### config.mk
export PLATFORM = sky130hd
export DESIGN_NAME = scg_auto_ref_multi
export DESIGN_NICKNAME = d
export VERILOG_FILES = /design/src/rtl/scg_pkg.sv /design/src/rtl/flex_counter.sv /design/src/rtl/scg_auto_ref_multi.sv
export SDC_FILE = /design/constraint.sdc
export NUM_CORES = 1
export LEC_CHECK = 0
export CAP_MARGIN = 10
export CORE_MARGIN = 2
export CORE_UTILIZATION = 57
export DETAILED_ROUTE_END_ITERATION = 6
export DONT_BUFFER_PORTS = 1
export PLACE_DENSITY = 0.72
export SLEW_MARGIN = 20
export SYNTH_ARGS = -nofsm -noshare
export SYNTH_HDL_FRONTEND = slang
export SYNTH_SLANG_ARGS = --single-unit
### constraint.sdc
create_clock -name clk -period 1.9 [get_ports clk]
set_clock_uncertainty 0.1 [all_clocks]
set_input_delay 0.38 -clock clk [delete_from_list [all_inputs] [get_ports clk]]
set_output_delay 0.38 -clock clk [all_outputs]
set_load 0.05 [all_outputs]
### src/rtl/scg_pkg.sv
// Shared definitions for the scg_* SDRAM command sequencers: command codes,
// the auto-refresh sequencer state type and a small elaboration helper.
package scg_pkg;

   localparam logic [3:0] CMD_NOP       = 4'd0;
   localparam logic [3:0] CMD_PRECHARGE = 4'd2;
   localparam logic [3:0] CMD_AUTO_REF  = 4'd5;

   typedef enum logic [2:0] {
      StIdle,
      StPre,
      StPreWait,
      StAref,
      StArefWait,
      StDone
   } scg_aref_state_t;

   // Larger of two parameters, for sizing shared timers.
   function automatic int unsigned max_u(input int unsigned a, input int unsigned b);
      return (a > b) ? a : b;
   endfunction

endpackage

### src/rtl/flex_counter.sv
// Clearable up-counter with programmable period, used as a wait timer.
// rollover_flag is high in the enabled cycle that completes the period
// (the count_enable cycle in which the count would reach rollover_val);
// the count returns to zero on that same edge.
module flex_counter #(
   parameter int unsigned NUM_CNT_BITS = 4
) (
   input  logic                    clk,
   input  logic                    n_rst,
   input  logic                    clear,
   input  logic                    count_enable,
   input  logic [NUM_CNT_BITS-1:0] rollover_val,
   output logic                    rollover_flag
);

   logic [NUM_CNT_BITS-1:0] count_q, count_d;
   logic [NUM_CNT_BITS:0]   count_inc;

   assign count_inc     = {1'b0, count_q} + {{NUM_CNT_BITS{1'b0}}, 1'b1};
   assign rollover_flag = count_enable && (count_inc == {1'b0, rollover_val});

   // Next count: clear wins, otherwise advance and wrap at the end of the period.
   always_comb begin
      count_d = count_q;
      if (clear) begin
         count_d = '0;
      end else if (count_enable) begin
         count_d = rollover_flag ? '0 : count_inc[NUM_CNT_BITS-1:0];
      end
   end

   // Count register.
   always_ff @(posedge clk or negedge n_rst) begin
      if (!n_rst) begin
         count_q <= '0;
      end else begin
         count_q <= count_d;
      end
   end

endmodule

### src/rtl/scg_auto_ref_multi.sv
// SDRAM auto-refresh burst sequencer. On start it issues n_lat AUTO REFRESH
// commands spaced TRFC_CYCLES apart, then pulses done for one cycle.
// Optional: define SCG_AUTO_REF_PRECHARGE_EN to precede a non-empty burst with
// PRECHARGE ALL followed by a TRP_CYCLES window.
module scg_auto_ref_multi
   import scg_pkg::*;
#(
   parameter int unsigned MAX_REFS    = 8,
   parameter int unsigned TRFC_CYCLES = 8,
   parameter int unsigned TRP_CYCLES  = 3,
   parameter int unsigned REF_BITS    = $clog2(MAX_REFS + 1)
) (
   input  logic                clk,
   input  logic                n_rst,
   input  logic                start,
   input  logic [REF_BITS-1:0] num_refs,
   output logic                busy,
   output logic                done,
   output logic [REF_BITS-1:0] ref_index,
   output logic [3:0]          command
);

   // One timer serves both tRFC and tRP, so size it for the longer period.
   localparam int unsigned          CNT_W      = $clog2(max_u(TRFC_CYCLES, TRP_CYCLES));
   localparam logic [CNT_W-1:0]     TRFC_LAST  = CNT_W'(TRFC_CYCLES - 1);
   localparam logic [REF_BITS-1:0]  MAX_REFS_L = REF_BITS'(MAX_REFS);

`ifdef SCG_AUTO_REF_PRECHARGE_EN
   localparam logic [CNT_W-1:0]     TRP_LAST   = CNT_W'(TRP_CYCLES - 1);
   localparam scg_aref_state_t      FIRST_ST   = StPre;
`else
   localparam scg_aref_state_t      FIRST_ST   = StAref;
`endif

   scg_aref_state_t     state_q, state_d;
   logic [REF_BITS-1:0] n_lat_q, n_lat_d;
   logic [REF_BITS-1:0] ref_index_q, ref_index_d;
   logic [REF_BITS-1:0] num_sat;
   logic                timer_en;
   logic                timer_clear;
   logic [CNT_W-1:0]    timer_last;
   logic                timer_done;

   assign num_sat = (num_refs > MAX_REFS_L) ? MAX_REFS_L : num_refs;

   // Next-state and command decode.
   always_comb begin
      state_d    = state_q;
      command    = CMD_NOP;
      timer_en   = 1'b0;
      timer_last = TRFC_LAST;
      unique case (state_q)
         StIdle: begin
            if (start) begin
               state_d = (num_sat == '0) ? StDone : FIRST_ST;
            end
         end
`ifdef SCG_AUTO_REF_PRECHARGE_EN
         StPre: begin
            command = CMD_PRECHARGE;
            state_d = StPreWait;
         end
         StPreWait: begin
            timer_en   = 1'b1;
            timer_last = TRP_LAST;
            if (timer_done) begin
               state_d = StAref;
            end
         end
`endif
         StAref: begin
            command = CMD_AUTO_REF;
            state_d = StArefWait;
         end
         StArefWait: begin
            timer_en = 1'b1;
            if (timer_done) begin
               // ref_index already counts the refresh just issued.
               state_d = (ref_index_q < n_lat_q) ? StAref : StDone;
            end
         end
         StDone: begin
            state_d = StIdle;
         end
         default: begin
            state_d = StIdle;
         end
      endcase
   end

   // Timer restarts from zero in every state it is used in.
   assign timer_clear = (state_d != state_q);

   flex_counter #(
      .NUM_CNT_BITS (CNT_W)
   ) u_wait_timer (
      .clk           (clk),
      .n_rst         (n_rst),
      .clear         (timer_clear),
      .count_enable  (timer_en),
      .rollover_val  (timer_last),
      .rollover_flag (timer_done)
   );

   // Burst length capture and refresh counting.
   always_comb begin
      n_lat_d     = n_lat_q;
      ref_index_d = ref_index_q;
      if (state_q == StIdle && start) begin
         n_lat_d = num_sat;
      end
      if (state_q == StAref) begin
         ref_index_d = ref_index_q + REF_BITS'(1);
      end else if (state_q == StDone) begin
         ref_index_d = '0;
      end
   end

   // State and counter registers.
   always_ff @(posedge clk or negedge n_rst) begin
      if (!n_rst) begin
         state_q     <= StIdle;
         n_lat_q     <= '0;
         ref_index_q <= '0;
      end else begin
         state_q     <= state_d;
         n_lat_q     <= n_lat_d;
         ref_index_q <= ref_index_d;
      end
   end

   assign busy      = (state_q != StIdle);
   assign done      = (state_q == StDone);
   assign ref_index = ref_index_q;

endmodule

== Yosys cells after proc, flatten, opt, wreduce, memory -nomap -nowiden ==
Cells that the tools add are included.
Storage, ports and cells
  output and inout bits: 10
  register bits after elaboration: 14
Operators by class
  reductions and logical operators: 7
  order comparisons: 2
  equality and inequality tests: 5
  mux-type cells: 13
  add/sub/neg operators: 2
Operator list (count)
  3-bit 2-to-1 mux: 8
  4-bit 2-to-1 mux: 3
  3-bit one-hot mux with 3 select lines: 1
  3-bit == test, second input constant: 2
  3-bit by 1-bit adder with 4-bit output, second input constant: 1
  4-bit by 1-bit adder with 4-bit output, second input constant: 1
  4-bit by 3-bit == test with 1-bit output, second input constant: 1
  4-bit greater-than comparator, second input constant: 1
  4-bit logical NOT: 1
  4-bit < comparator: 1
  2-bit nonzero test: 2
  3-bit by 2-bit == test with 1-bit output, second input constant: 1
  3-bit logical NOT: 1
  3-bit != test: 1
  3-bit nonzero test: 1
  1-bit logical AND: 2
  1-bit 2-to-1 mux: 1

== Depth between registers and ports, before layout ==
Gate-level depths: netlist of the first run.
  depth after elaboration: 8
  mapped depth: 6
  depth with buffers taken out: 6

== Modules after synthesis ==
A second synthesis of the first run with hierarchy kept.
Second synthesis, totals
  cell total of the unflattened synthesis: 90
  area, all modules: 895.9 µm²
Modules (own cells, without submodules)
  scg_auto_ref_multi: cells each 67, area an instance 665.6 µm², times used 1, seq. area each 275.3 µm²
  flex_counter: cells each 23, area an instance 230.2 µm², times used 1, seq. area each 75.1 µm²

== Worst setup path after synthesis of the first run ==
Ideal clock, no wire load.
  path kind: flip-flop to flip-flop
  from: register ref_index_q[1] (netlist: ref_index[1])
  to: register state_q[2]
  setup slack: 0.127 ns
  clock period less this slack: 1.773 ns
  setup time: 0.138 ns
  arrival: 1.536 ns
  cell stages (with the launch flop): 6
  data required time: 1.662 ns
  path through: dfrtp_1 ha_1 o211ai_1 o21ai_0 nor4_2 o221ai_1
On the way
  word-level cells in the longest chain between the ends: 4
Ends and longest elaborated chain
  start, declared: line scg_auto_ref_multi.sv:37  | logic [REF_BITS-1:0] ref_index_q, ref_index_d;
  start signal, assigned: line scg_auto_ref_multi.sv:128  | ref_index_q <= ref_index_d;
  4-bit < comparator: line scg_auto_ref_multi.sv:79  | state_d = (ref_index_q < n_lat_q) ? StAref : StDone;
  3-bit 2-to-1 mux: line scg_auto_ref_multi.sv:79
  3-bit 2-to-1 mux: line scg_auto_ref_multi.sv:77  | if (timer_done) begin
  3-bit one-hot mux with 3 select lines: line scg_auto_ref_multi.sv:52  | unique case (state_q)
  via state_d[2]: line scg_auto_ref_multi.sv:35  | scg_aref_state_t state_q, state_d;
  end signal, assigned: line scg_auto_ref_multi.sv:122  | state_q <= StIdle;
  end signal, assigned: line scg_auto_ref_multi.sv:126  | state_q <= state_d;
  end, declared: line scg_auto_ref_multi.sv:35
The timed path passes the listed nets, and every way through them passes these cells.
A chain may end at the register's enable or synchronous reset.

== Final worst setup path of the first run ==
  from: register state_q[2]
  to: output port command[2]
On the way
  word-level cells in the longest chain between the ends: 2
Ends and longest elaborated chain
  3-bit by 2-bit == test with 1-bit output: line scg_auto_ref_multi.sv:52
  3-bit 2-to-1 mux: line scg_auto_ref_multi.sv:52
  end, declared: line scg_auto_ref_multi.sv:20  | output logic [3:0] command
Every way passes these cells.

==> results of run 1 <==
==> cell families after synthesis <==
family                     Yosys count  share of synthesized area (%)
muxes                                2                           2.94
adders and majority gates            6                           8.81
and+or+nand+nor                     29                           23.5
xor gates and xnor gates             1                           1.03
buffers and inverters               11                           7.05
DFF                                 14                           41.1
AOI/OAI and AO/OA                   22                           15.1
other                                1                          0.440
==> registers in the layout, indices dropped and copies added, names as in the netlist <==
signal                cells
u_wait_timer.count_q      3
n_lat_q                   4
ref_index                 4
state_q                   3
==> per-layer routing <==
| layer | vias up | part of all wire, % | GRT usage, % |
|---|---|---|---|
| li1 | 303 | - | - |
| met1 | 287 | 48 | 25.2 |
| met2 | 13 | 47 | 29.7 |
| met3 | 2 | 4.2 | 2.98 |
| met4 | 0 | 0.78 | 10.0 |
| met5 | - | 0 | 0 |
==> how the worst max path moves through the flow <==
stage / endpoint / slack, ps / startpoint
finish: command[2] / 90 / state_q[2]
detailed placement: state_q[2] / 330 / u_wait_timer.count_q[0]
CTS: command[2] / 70 / state_q[2]
global route: command[2] / 20 / state_q[2]
floorplan: state_q[2] / 130 / ref_index[1]
global placement: state_q[2] / 350 / u_wait_timer.count_q[0]
==> Yosys cell counts (all sizes together) (2+ instances only) <==
cell	count
a21oi	6
buf	4
nand2b	4
o21ai	10
inv	7
nor2	4
nand2	11
dfrtp	14
ha	6
o211ai	2
==> stage by stage <==
stage                     cell area (µm²)  setup slack [ps]  cells  utilization, %  total power (W)
after floorplan                       856               127     87               -          0.00102
after global placement                891               347    103            66.0          0.00113
after detailed placement              891               332    103            66.0          0.00115
after CTS                             923              66.2    107            68.4          0.00133
after global routing                  923              20.5    107            68.4          0.00141
final                                 923              90.1    107            68.4          0.00132
==> cell usage in the layout (no fill, tap or decap), types with 2 or more instances in the layout <==
master,synthesis,final
sky130_fd_sc_hd__nor2_1,3,3
sky130_fd_sc_hd__o211ai_1,2,2
sky130_fd_sc_hd__clkbuf_4,0,3
sky130_fd_sc_hd__o21ai_0,10,10
sky130_fd_sc_hd__ha_1,6,6
sky130_fd_sc_hd__nand2b_1,4,4
sky130_fd_sc_hd__dfrtp_1,14,14
sky130_fd_sc_hd__a21oi_1,6,6
sky130_fd_sc_hd__conb_1,1,2
sky130_fd_sc_hd__inv_1,6,6
sky130_fd_sc_hd__nand2_1,10,10
sky130_fd_sc_hd__buf_4,3,4
==> power breakdown <==
part,switching [W],internal [W],total (W),leakage (nW)
Sequential,0.000113,0.000398,0.000511,0.185
Clock,0.0000918,0.0000734,0.000165,0.0138
Combinational,0.000418,0.000227,0.000645,0.244
Total,0.000622,0.000698,0.00132,0.443
==> area by class of cell <==
| cell class | count | share of cell area [%] |
|---|---|---|
| well taps | 15 | 2.03 |
| flip-flops and latches | 14 | 37.9 |
| inverters | 7 | 2.85 |
| multi-input cells | 62 | 48.2 |
| repair buffers | 6 | 6.50 |
| clock buffers | 3 | 2.44 |
==> results.md, run 1 <==
- The flow ran to the end, and the final reports show no timing, DRC or antenna violations.
- The count of boundary I/O pins is 17.
- The timing-limited maximum frequency is 553 MHz.
- Summed over all nets, the half-perimeter wirelength after detailed placement is 1180 µm.
- Across the whole layout, storage elements account for 350 µm².
- The number of nets in the final layout is 107.
- After clock tree synthesis, the clock-pin slew on the worst setup and hold paths is 80 ps.
- Grouping stages by cell kind, the critical path spends the most delay in flip-flops.
- The violation count after the first detailed-route iteration is 8.
- The synthesis-to-finish area growth is 8.37%.
- The flip-flop and latch count after synthesis is 14.
- The number of enable flip-flop cells after synthesis is 0.
- The path class of the tightest hold or removal check is primary input to register.
- The worst-case headroom to the max-slew limit is 57.8%.
- The critical path launch point type is a register.
- The number of levels in the clock H-tree is 1.
- STA classifies the critical path endpoint as an output pin.
- In the synthesized netlist the dominant register cell turns out to be sky130_fd_sc_hd__dfrtp_1.
- The count of vias placed by the detailed router is 605.
- Counting along the longest clock path gives a buffer depth of 2.
- Once detail routing completed, the nets flagged for antenna violations numbered 0.
- The cell taking the most area after synthesis is sky130_fd_sc_hd__dfrtp_1.
- The slowest stage of the critical path is the sky130_fd_sc_hd__dfrtp_1 cell.
- The TritonCTS clock tree is built.
- The worst-case reg-to-reg path depth is 5.
- The hold buffer count at CTS is 1.
- The number of warnings printed during yosys synthesis is 0.
- The combined global-route utilization of all metal layers is 19.0%.
- Of the post-synthesis cell area, the dominant cell type holds 41.1%.
- The count of cells resized by post-cts repair is 0.
- The required arrival time at the worst endpoint is 1420 ps.
- Data on the critical path arrives at its endpoint at 1330 ps.
- The floorplan has 13 rows.
- Entering global routing, the biggest net connects 15 pins.
- The total global routing overflow is 0.
- In this run the power density over the cells is 1430 mW/mm².
- The mean number of vias per cell is 5.65.
- The leakage power figure is 0.443 nW.
- The reg-to-reg critical path endpoint is state_q[2].
- The number of design rule violations left after detail routing is 0.
- In the final routed layout, each cell accounts on average for 14.3 µm.
- The number of detailed-route iterations in the first pass is 4.
- The cell at the root of the clock tree is sky130_fd_sc_hd__clkbuf_4.
- The fraction of layout cells with a size suffix above 1 is 19.6%.
- The path length in cells of the critical path is 3.
- TritonCTS created 3 clock buffers.
- The antenna diode count is 0.
- Traced cell by cell, the critical path runs through nand3b_4 > inv_2 > buf_12.
- Input and output buffers added on the ports amount to 0.
- Setup repair after global routing left no endpoint under its margin.
- The largest stage delay on the critical path is 490 ps.
- The vertical die dimension is 42.7 µm.
- The multi-input logic area is 445 µm².
- The portion of the clock cycle consumed by the worst path in the final layout is 95.3%.
- The count of buffer and inverter cells on the critical path is 2.
- Along the worst hold path, the cell count comes to 1.
- The clock sink count is 14.
- The number of max-cap violations is 0.
- The detailed-route wire length is 1530 µm.
- The worst hold path begins at num_refs[3].
- The time the final worst path needs with I/O delays and setup is 1810 ps.
- The count of endpoints failing hold in the final timing report is 0.
- The first global-routing pass estimated 2530 µm of wire.
- The final worst hold slack is 147 ps.
- The clock reaches the later pin of the worst-skew pair after 270 ps.
- The worst register-to-register path begins at u_wait_timer.count_q[0].
- The synthesized cell area is 852 µm².
- The synthesized area divided by synthesized cell count is 9.91 µm².
- In this run the register-to-register setup slack is 310 ps.
- Ranked by total cell area, the synthesized netlist is headed by sky130_fd_sc_hd__dfrtp_1, sky130_fd_sc_hd__ha_1, sky130_fd_sc_hd__o21ai_0, sky130_fd_sc_hd__nand2_1, sky130_fd_sc_hd__a21oi_1.
- The number of antenna violations at the first check in global routing is 0.
- The critical path is of the register to output pin type.
- Setup total negative slack on the finished layout was measured at 0 ps.
- The weighted congestion at the end of routability-driven global placement is 0.759.
- The number of global-route vias before repair came to 577.
- Synthesis produced 86 cells.
- Fill cells in the final layout number 125.
- The die covers 0.00182 mm².
- VDD sags by at most 0.000780 V.
- The final-report setup violation count is 0.
- The count of pins over their slew limit is 0.
- The share of the Yosys chip area taken by registers is 41.1%.
- The count of unique library cells instantiated by Yosys is 32.
- In this run the worst path has a maximum fanout of 9.
- The slew at the pin closest to its max-slew limit is 631 ps.
- After synthesis, the share of flip-flops with an asynchronous set or reset is 100%.
- The core area is 0.00135 mm².
- For hold timing, the worst endpoint is n_lat_q[3].
- The initial utilization of the core area, before any placement, comes to 63.1%.
- The post-CTS setup repair buffer count is 0.
- The die span in x is 42.7 µm.
(Power assumes the default switching activity.)
==> inputs of run 2 (changes only) <==
- clock period: 1.9 -> 2.28 ns (I/O delays scaled with it)
==> results.md, run 2 (synthesis gave the netlist of run 1 again) <==
- The initial standard-cell utilization of the core came to 63.1% (unchanged).
- The peak supply drop is 0.000592 V (was 0.000780 V).
- The final HPWL from detailed placement came to 1180 µm (about the same).
- For this run, the top clock speed supported by timing is 508 MHz.
- The final worst hold slack is 218 ps (was 147 ps).
- The clock insertion delay at the later pin of the skew report is 270 ps (about the same).
- The count of buffer and inverter cells on the critical path is 1 (was 2).
- The critical path arrival is 1410 ps (was 1330 ps).
- The register-to-register setup slack is 580 ps (was 310 ps).
- The final instance area is 896 µm² (was 923 µm²).
- The number of detailed-route iterations in the first pass is 4 (unchanged).
- The portion of the clock cycle consumed by the worst path in the final layout is 86.4%.
- The number of fill cells is 118 (was 125).
- The clock sink count is 14 (unchanged).
- The post-detailed-route wirelength per cell is 14.3 µm (about the same).
- The core area is 0.00135 mm² (unchanged).
- The number of global-route vias before repair is 628 (was 577).
- Highest-count cells in the layout ignoring fill and taps: sky130_fd_sc_hd__dfrtp_1, sky130_fd_sc_hd__nand2_1, sky130_fd_sc_hd__o21ai_0 (unchanged).
- The endpoint of the worst hold path is state_q[1] (was n_lat_q[3]).
- The number of buffer cells added on primary ports is 0 (unchanged).
- The largest fanout on the critical path is 9 (unchanged).
- The number of design rule violations left after detail routing is 0 (unchanged).
- The worst-case reg-to-reg path depth came to 5 (unchanged).
- Cell-by-cell listing of the critical path: nand3b_4 > inv_2 (was nand3b_4 > inv_2 > buf_12).
- The slew at the pin closest to its max-slew limit was 636 ps (was 631 ps).
- The mean number of vias per cell was 5.68 (was 5.65).
- Unrepaired setup endpoints after global routing: false (unchanged).
- The number of max-cap violations was 0 (unchanged).
- The global-route wire length before repair is 2640 µm (was 2530 µm).
- The required arrival time at the worst endpoint is 1720 ps (was 1420 ps).
- The largest stage delay on the critical path came to 490 ps (about the same).
- The sum of negative setup slack came to 0 ps (unchanged).
- The vertical die dimension came to 42.7 µm (unchanged).
- The fraction of layout cells with a size suffix above 1 is 17.8% (was 19.6%).
- The final-report setup violation count is 0 (unchanged).
- The hold path startpoint is start (was num_refs[3]).
- Run status: finished clean (unchanged).
- The critical path's slowest cell is sky130_fd_sc_hd__dfrtp_1 (unchanged).
- The maximum number of buffers from clock root to sink is 2 (unchanged).
- The origin of the critical flop-to-flop path is state_q[2] (was u_wait_timer.count_q[0]).
- The type of the most critical hold path is primary input to register (unchanged).
- The number of placement rows was 13 (unchanged).
- The worst-case headroom to the max-slew limit is 57.4% (was 57.8%).
- The area enclosed by the die boundary is 0.00182 mm² (unchanged).
- The remaining number of nets flagged by the antenna check after routing is 0 (unchanged).
- The synthesis-to-finish area growth was 5.14% (was 8.37%).
- The cell at the root of the clock tree was sky130_fd_sc_hd__clkbuf_4 (unchanged).
- The number of levels in the clock H-tree came to 1 (unchanged).
- The total CTS buffers is 3 (unchanged).
- Subtracting the final worst setup slack from the clock period gives 1970 ps.
- The count of boundary I/O pins is 17 (unchanged).
- The violation count after the first detailed-route iteration is 10 (was 8).
- The detailed-route wire length is 1500 µm (was 1530 µm).
- The count of pins over their slew limit is 0 (unchanged).
- The cell type group with the largest total delay on the critical path is flip-flops (unchanged).
- The most frequent standard cell in the layout excluding fill and tap cells is sky130_fd_sc_hd__dfrtp_1 (unchanged).
- The antenna diode count is 0 (unchanged).
- The placed standard-cell area is 863 µm² (was 891 µm²).
- The count of endpoints failing hold in the final timing report is 0 (unchanged).
- The reg-to-reg critical path endpoint was ref_index[2] (was state_q[2]).
- The number of cells on the worst hold path was 1 (unchanged).
- The maximum number of pins on one net before global-route repair was 15 (unchanged).
- The post-CTS clock slew at the launch and capture registers of the worst setup and hold paths is 80 ps (about the same).
- The total global routing overflow is 0 (unchanged).
- The weighted congestion at the end of routability-driven global placement is 0.897 (was 0.759).
- The TritonCTS clock tree was built (unchanged).
- The combined global-route utilization of all metal layers is 19.1% (was 19.0%).
- The leakage power figure is 0.430 nW (was 0.443 nW).
- The critical path launch point type is a register (unchanged).
- The type of the worst setup path is register to output pin (unchanged).
- The count of vias placed by the detailed router is 596 (was 605).
- The die span in x came to 42.7 µm (unchanged).
- The number of nets in the final layout is 105 (was 107).
- The type of destination of the critical path is an output pin (unchanged).
- The total power density per cell area is 1190 mW/mm² (was 1430 mW/mm²).
- The number of antenna violations at the first check in global routing is 0 (unchanged).
-- run 2: cell count changes in the layout (fill, tap and decap cells not counted) --
cell,delta
sky130_fd_sc_hd__buf_12,-1
sky130_fd_sc_hd__buf_4,-1
-- run 2: worst max path at each step --
stage	start	slack (ps)	endpoint	cells after the start
after CTS	state_q[2]	300	command[2]	2
after floorplan	ref_index[1]	510	state_q[2]	5
final	state_q[2]	310	command[0]	2
after detailed placement	state_q[2]	590	ref_index[2]	5
after global routing	state_q[2]	240	command[2]	2
after global placement	state_q[2]	630	command[2]	2
-- run 2: report_power, final --
group          switching (W)  total [W]  internal [W]
Combinational       0.000302   0.000468      0.000166
Sequential          0.000126   0.000457      0.000331
Clock              0.0000783   0.000139     0.0000611
Total               0.000506    0.00106      0.000558
-- run 2: metal layers --
metal / routed length (µm) / GRT usage (%)
met3: 75 / 2.98
met4: 5 / 5.63
met5: 0 / 0
met2: 667 / 29.1
met1: 749 / 27.7
-- run 2: timing repair --
action | in CTS | in global routing
buffers inserted | 0 | 0
hold endpoints to repair | 14 | 0
resized for setup | 0 | 0
hold buffers | 1 | 0
-- run 2: layout make-up --
| type | instances | area [µm²] | share of cell area [%] |
|---|---|---|---|
| inverter | 7 | 26.3 | 2.93 |
| timing repair buffer | 4 | 32.5 | 3.63 |
| tap | 15 | 18.8 | 2.09 |
| sequential | 14 | 350 | 39.1 |
| multi-input combinational | 62 | 445 | 49.7 |
| clock buffer | 3 | 22.5 | 2.51 |
-- run 2: per-stage QoR --
step	util [%]	instances	setup WS, ps	total power [W]
2_1_floorplan	-	87	507	0.000848
3_3_place_gp	63.9	101	632	0.000917
3_5_place_dp	63.9	101	595	0.000930
4_1_cts	66.4	105	302	0.00107
5_1_grt	66.4	105	237	0.00114
6_report	66.4	105	311	0.00106
==> inputs of run 3 (changes only) <==
- CAP_MARGIN: 10 -> 20
- CTS_CLUSTER_DIAMETER: default -> 150
- clock period: 2.28 -> 2.1 ns (I/O delays scaled with it)
==> results.md, run 3 (synthesis gave the netlist of run 1 again) <==
- The initial standard-cell utilization of the core is 63.1% (unchanged).
- The synthesis-to-finish area growth came to 6.90% (was 5.14%).
- The detailed-route wire length is 1440 µm (was 1500 µm).
- The leakage power figure is 0.440 nW (was 0.430 nW).
- The largest fanout on the critical path is 9 (unchanged).
- The clock sink count is 14 (unchanged).
- The sum of negative setup slack is 0 ps (unchanged).
- The post-CTS setup repair buffer count is 0 (unchanged).
- The slew at the pin closest to its max-slew limit is 624 ps (was 636 ps).
- The maximum number of buffers from clock root to sink is 2 (unchanged).
- The peak supply drop is 0.000685 V (was 0.000592 V).
- Unrepaired setup endpoints after global routing: false (unchanged).
- The number of placement rows is 13 (unchanged).
- The switching share of power is 47.0% (was 47.5%).
- After layout, the minimum clock period comes to 1950 ps.
- The critical path arrival is 1430 ps (was 1410 ps).
- The most frequent standard cell in the layout excluding fill and tap cells is sky130_fd_sc_hd__dfrtp_1 (unchanged).
- The global-route wire length before repair came to 2590 µm (was 2640 µm).
- The worst-case reg-to-reg path depth came to 5 (unchanged).
- The final worst hold slack came to 170 ps (was 218 ps).
- The post-CTS clock slew at the launch and capture registers of the worst setup and hold paths is 80 ps (about the same).
- The final-report setup violation count is 0 (unchanged).
- The antenna diode count was 0 (unchanged).
- The portion of the clock cycle consumed by the worst path in the final layout is 93.0%.
- The required arrival time at the worst endpoint is 1580 ps (was 1720 ps).
- The critical path launch point type is a register (unchanged).
- The number of max-cap violations is 0 (unchanged).
- The violation count after the first detailed-route iteration is 6 (was 10).
- The type of destination of the critical path is an output pin (unchanged).
- The mean number of vias per cell was 5.63 (was 5.68).
- The total CTS buffers is 3 (unchanged).
- The combined global-route utilization of all metal layers came to 19.6% (was 19.1%).
- The number of global-route vias before repair is 594 (was 628).
- The cell at the root of the clock tree is sky130_fd_sc_hd__clkbuf_4 (unchanged).
- The maximum number of pins on one net before global-route repair is 15 (unchanged).
- The count of vias placed by the detailed router is 602 (was 596).
- The TritonCTS clock tree is built (unchanged).
- The final instance area came to 911 µm² (was 896 µm²).
- The total global routing overflow came to 0 (unchanged).
- The fraction of layout cells with a size suffix above 1 is 19.6% (was 17.8%).
- The count of cells resized by post-cts repair was 0 (unchanged).
- The total power density per cell area is 1290 mW/mm² (was 1190 mW/mm²).
- The number of detailed-route iterations in the first pass is 4 (unchanged).
- The post-detailed-route wirelength per cell is 13.4 µm (was 14.3 µm).
- The net switching power came to 0.000550 W (was 0.000506 W).
- The clock insertion delay at the later pin of the skew report was 290 ps (was 270 ps).
- The die span in x is 42.7 µm (unchanged).
- The vertical die dimension is 42.7 µm (unchanged).
- The hold buffer count at CTS was 1 (unchanged).
- The number of design rule violations left after detail routing came to 0 (unchanged).
- The worst slack at placement is 465 ps (was 595 ps).
- For this run, the top clock speed supported by timing is 512 MHz.
- The number of nets in the final layout is 107 (was 105).
- The number of antenna violations at the first check in global routing is 0 (unchanged).
- The placed standard-cell area is 878 µm² (was 863 µm²).
- The area enclosed by the die boundary is 0.00182 mm² (unchanged).
- The part of the power in the clock network is 12.9% (was 13.1%).
- Run status: finished clean (unchanged).
- The internal power component is 0.000621 W (was 0.000558 W).
- The number of cells on the worst hold path is 1 (unchanged).
- The worst-case headroom to the max-slew limit is 58.2% (was 57.4%).
- The count of pins over their slew limit came to 0 (unchanged).
- The type of the most critical hold path is primary input to register (unchanged).
- The least setup slack across all paths after layout came to 147 ps (was 311 ps).
- The type of the worst setup path is register to output pin (unchanged).
- The part of the power in combinational logic is 48.5% (was 43.9%).
- The number of buffer cells added on primary ports is 0 (unchanged).
- Highest-count cells in the layout ignoring fill and taps: sky130_fd_sc_hd__dfrtp_1, sky130_fd_sc_hd__nand2_1, sky130_fd_sc_hd__o21ai_0 (unchanged).
- The weighted congestion at the end of routability-driven global placement was 0.774 (was 0.897).
- The power share of the sequential group is 38.5% (was 43.0%).
- The number of levels in the clock H-tree is 1 (unchanged).
- The final HPWL from detailed placement came to 1100 µm (was 1180 µm).
- The core area is 0.00135 mm² (unchanged).
- The count of boundary I/O pins is 17 (unchanged).
- The remaining number of nets flagged by the antenna check after routing is 0 (unchanged).
- The count of endpoints failing hold in the final timing report is 0 (unchanged).
-- run 3: worst paths after layout --
path,from,end,slack [ps]
worst min-delay path,start,state_q[1],170
min in group asynchronous,n_rst,ref_index[1],480
worst max register to register,ref_index[1],state_q[2],480
max in group asynchronous,n_rst,ref_index[3],1000
worst max-delay path,state_q[2],command[0],150
worst min register to register,n_lat_q[0],n_lat_q[0],380
-- run 3: power by group through the flow --
stage	clock network [W]	logic (W)	registers (W)
after floorplan	0	0.000398	0.000523
after global placement	0	0.000551	0.000455
after detailed placement	0	0.000563	0.000458
after CTS	0.000154	0.000574	0.000451
after global routing	0.000164	0.000628	0.000468
final	0.000151	0.000569	0.000452
-- run 3: worst max-delay path: stages, from the launching register on --
cell	delay [ps]
sky130_fd_sc_hd__dfrtp_1	500
sky130_fd_sc_hd__nand3b_4	230
sky130_fd_sc_hd__inv_2	110
sky130_fd_sc_hd__buf_4	300
-- run 3: routing by layer --
metal / global-route usage (%) / wire length, µm
met4: 7.50 / 27
met3: 7.66 / 86
met2: 27.9 / 623
met1: 26.6 / 700
met5: 0 / 0
-- run 3: area by class of cell --
type / instances / area (µm²)
tap: 15 / 18.8
sequential: 14 / 350
clock buffer: 3 / 22.5
inverter: 7 / 26.3
multi-input combinational: 62 / 445
timing repair buffer: 6 / 47.5
fill: 105 / 439
-- run 3: through the flow --
stage,utilization (%),cells,total power (W)
after floorplan,-,87,0.000921
after global placement,65.1,103,0.00101
after detailed placement,65.1,103,0.00102
after CTS,67.5,107,0.00118
after global routing,67.5,107,0.00126
final,67.5,107,0.00117
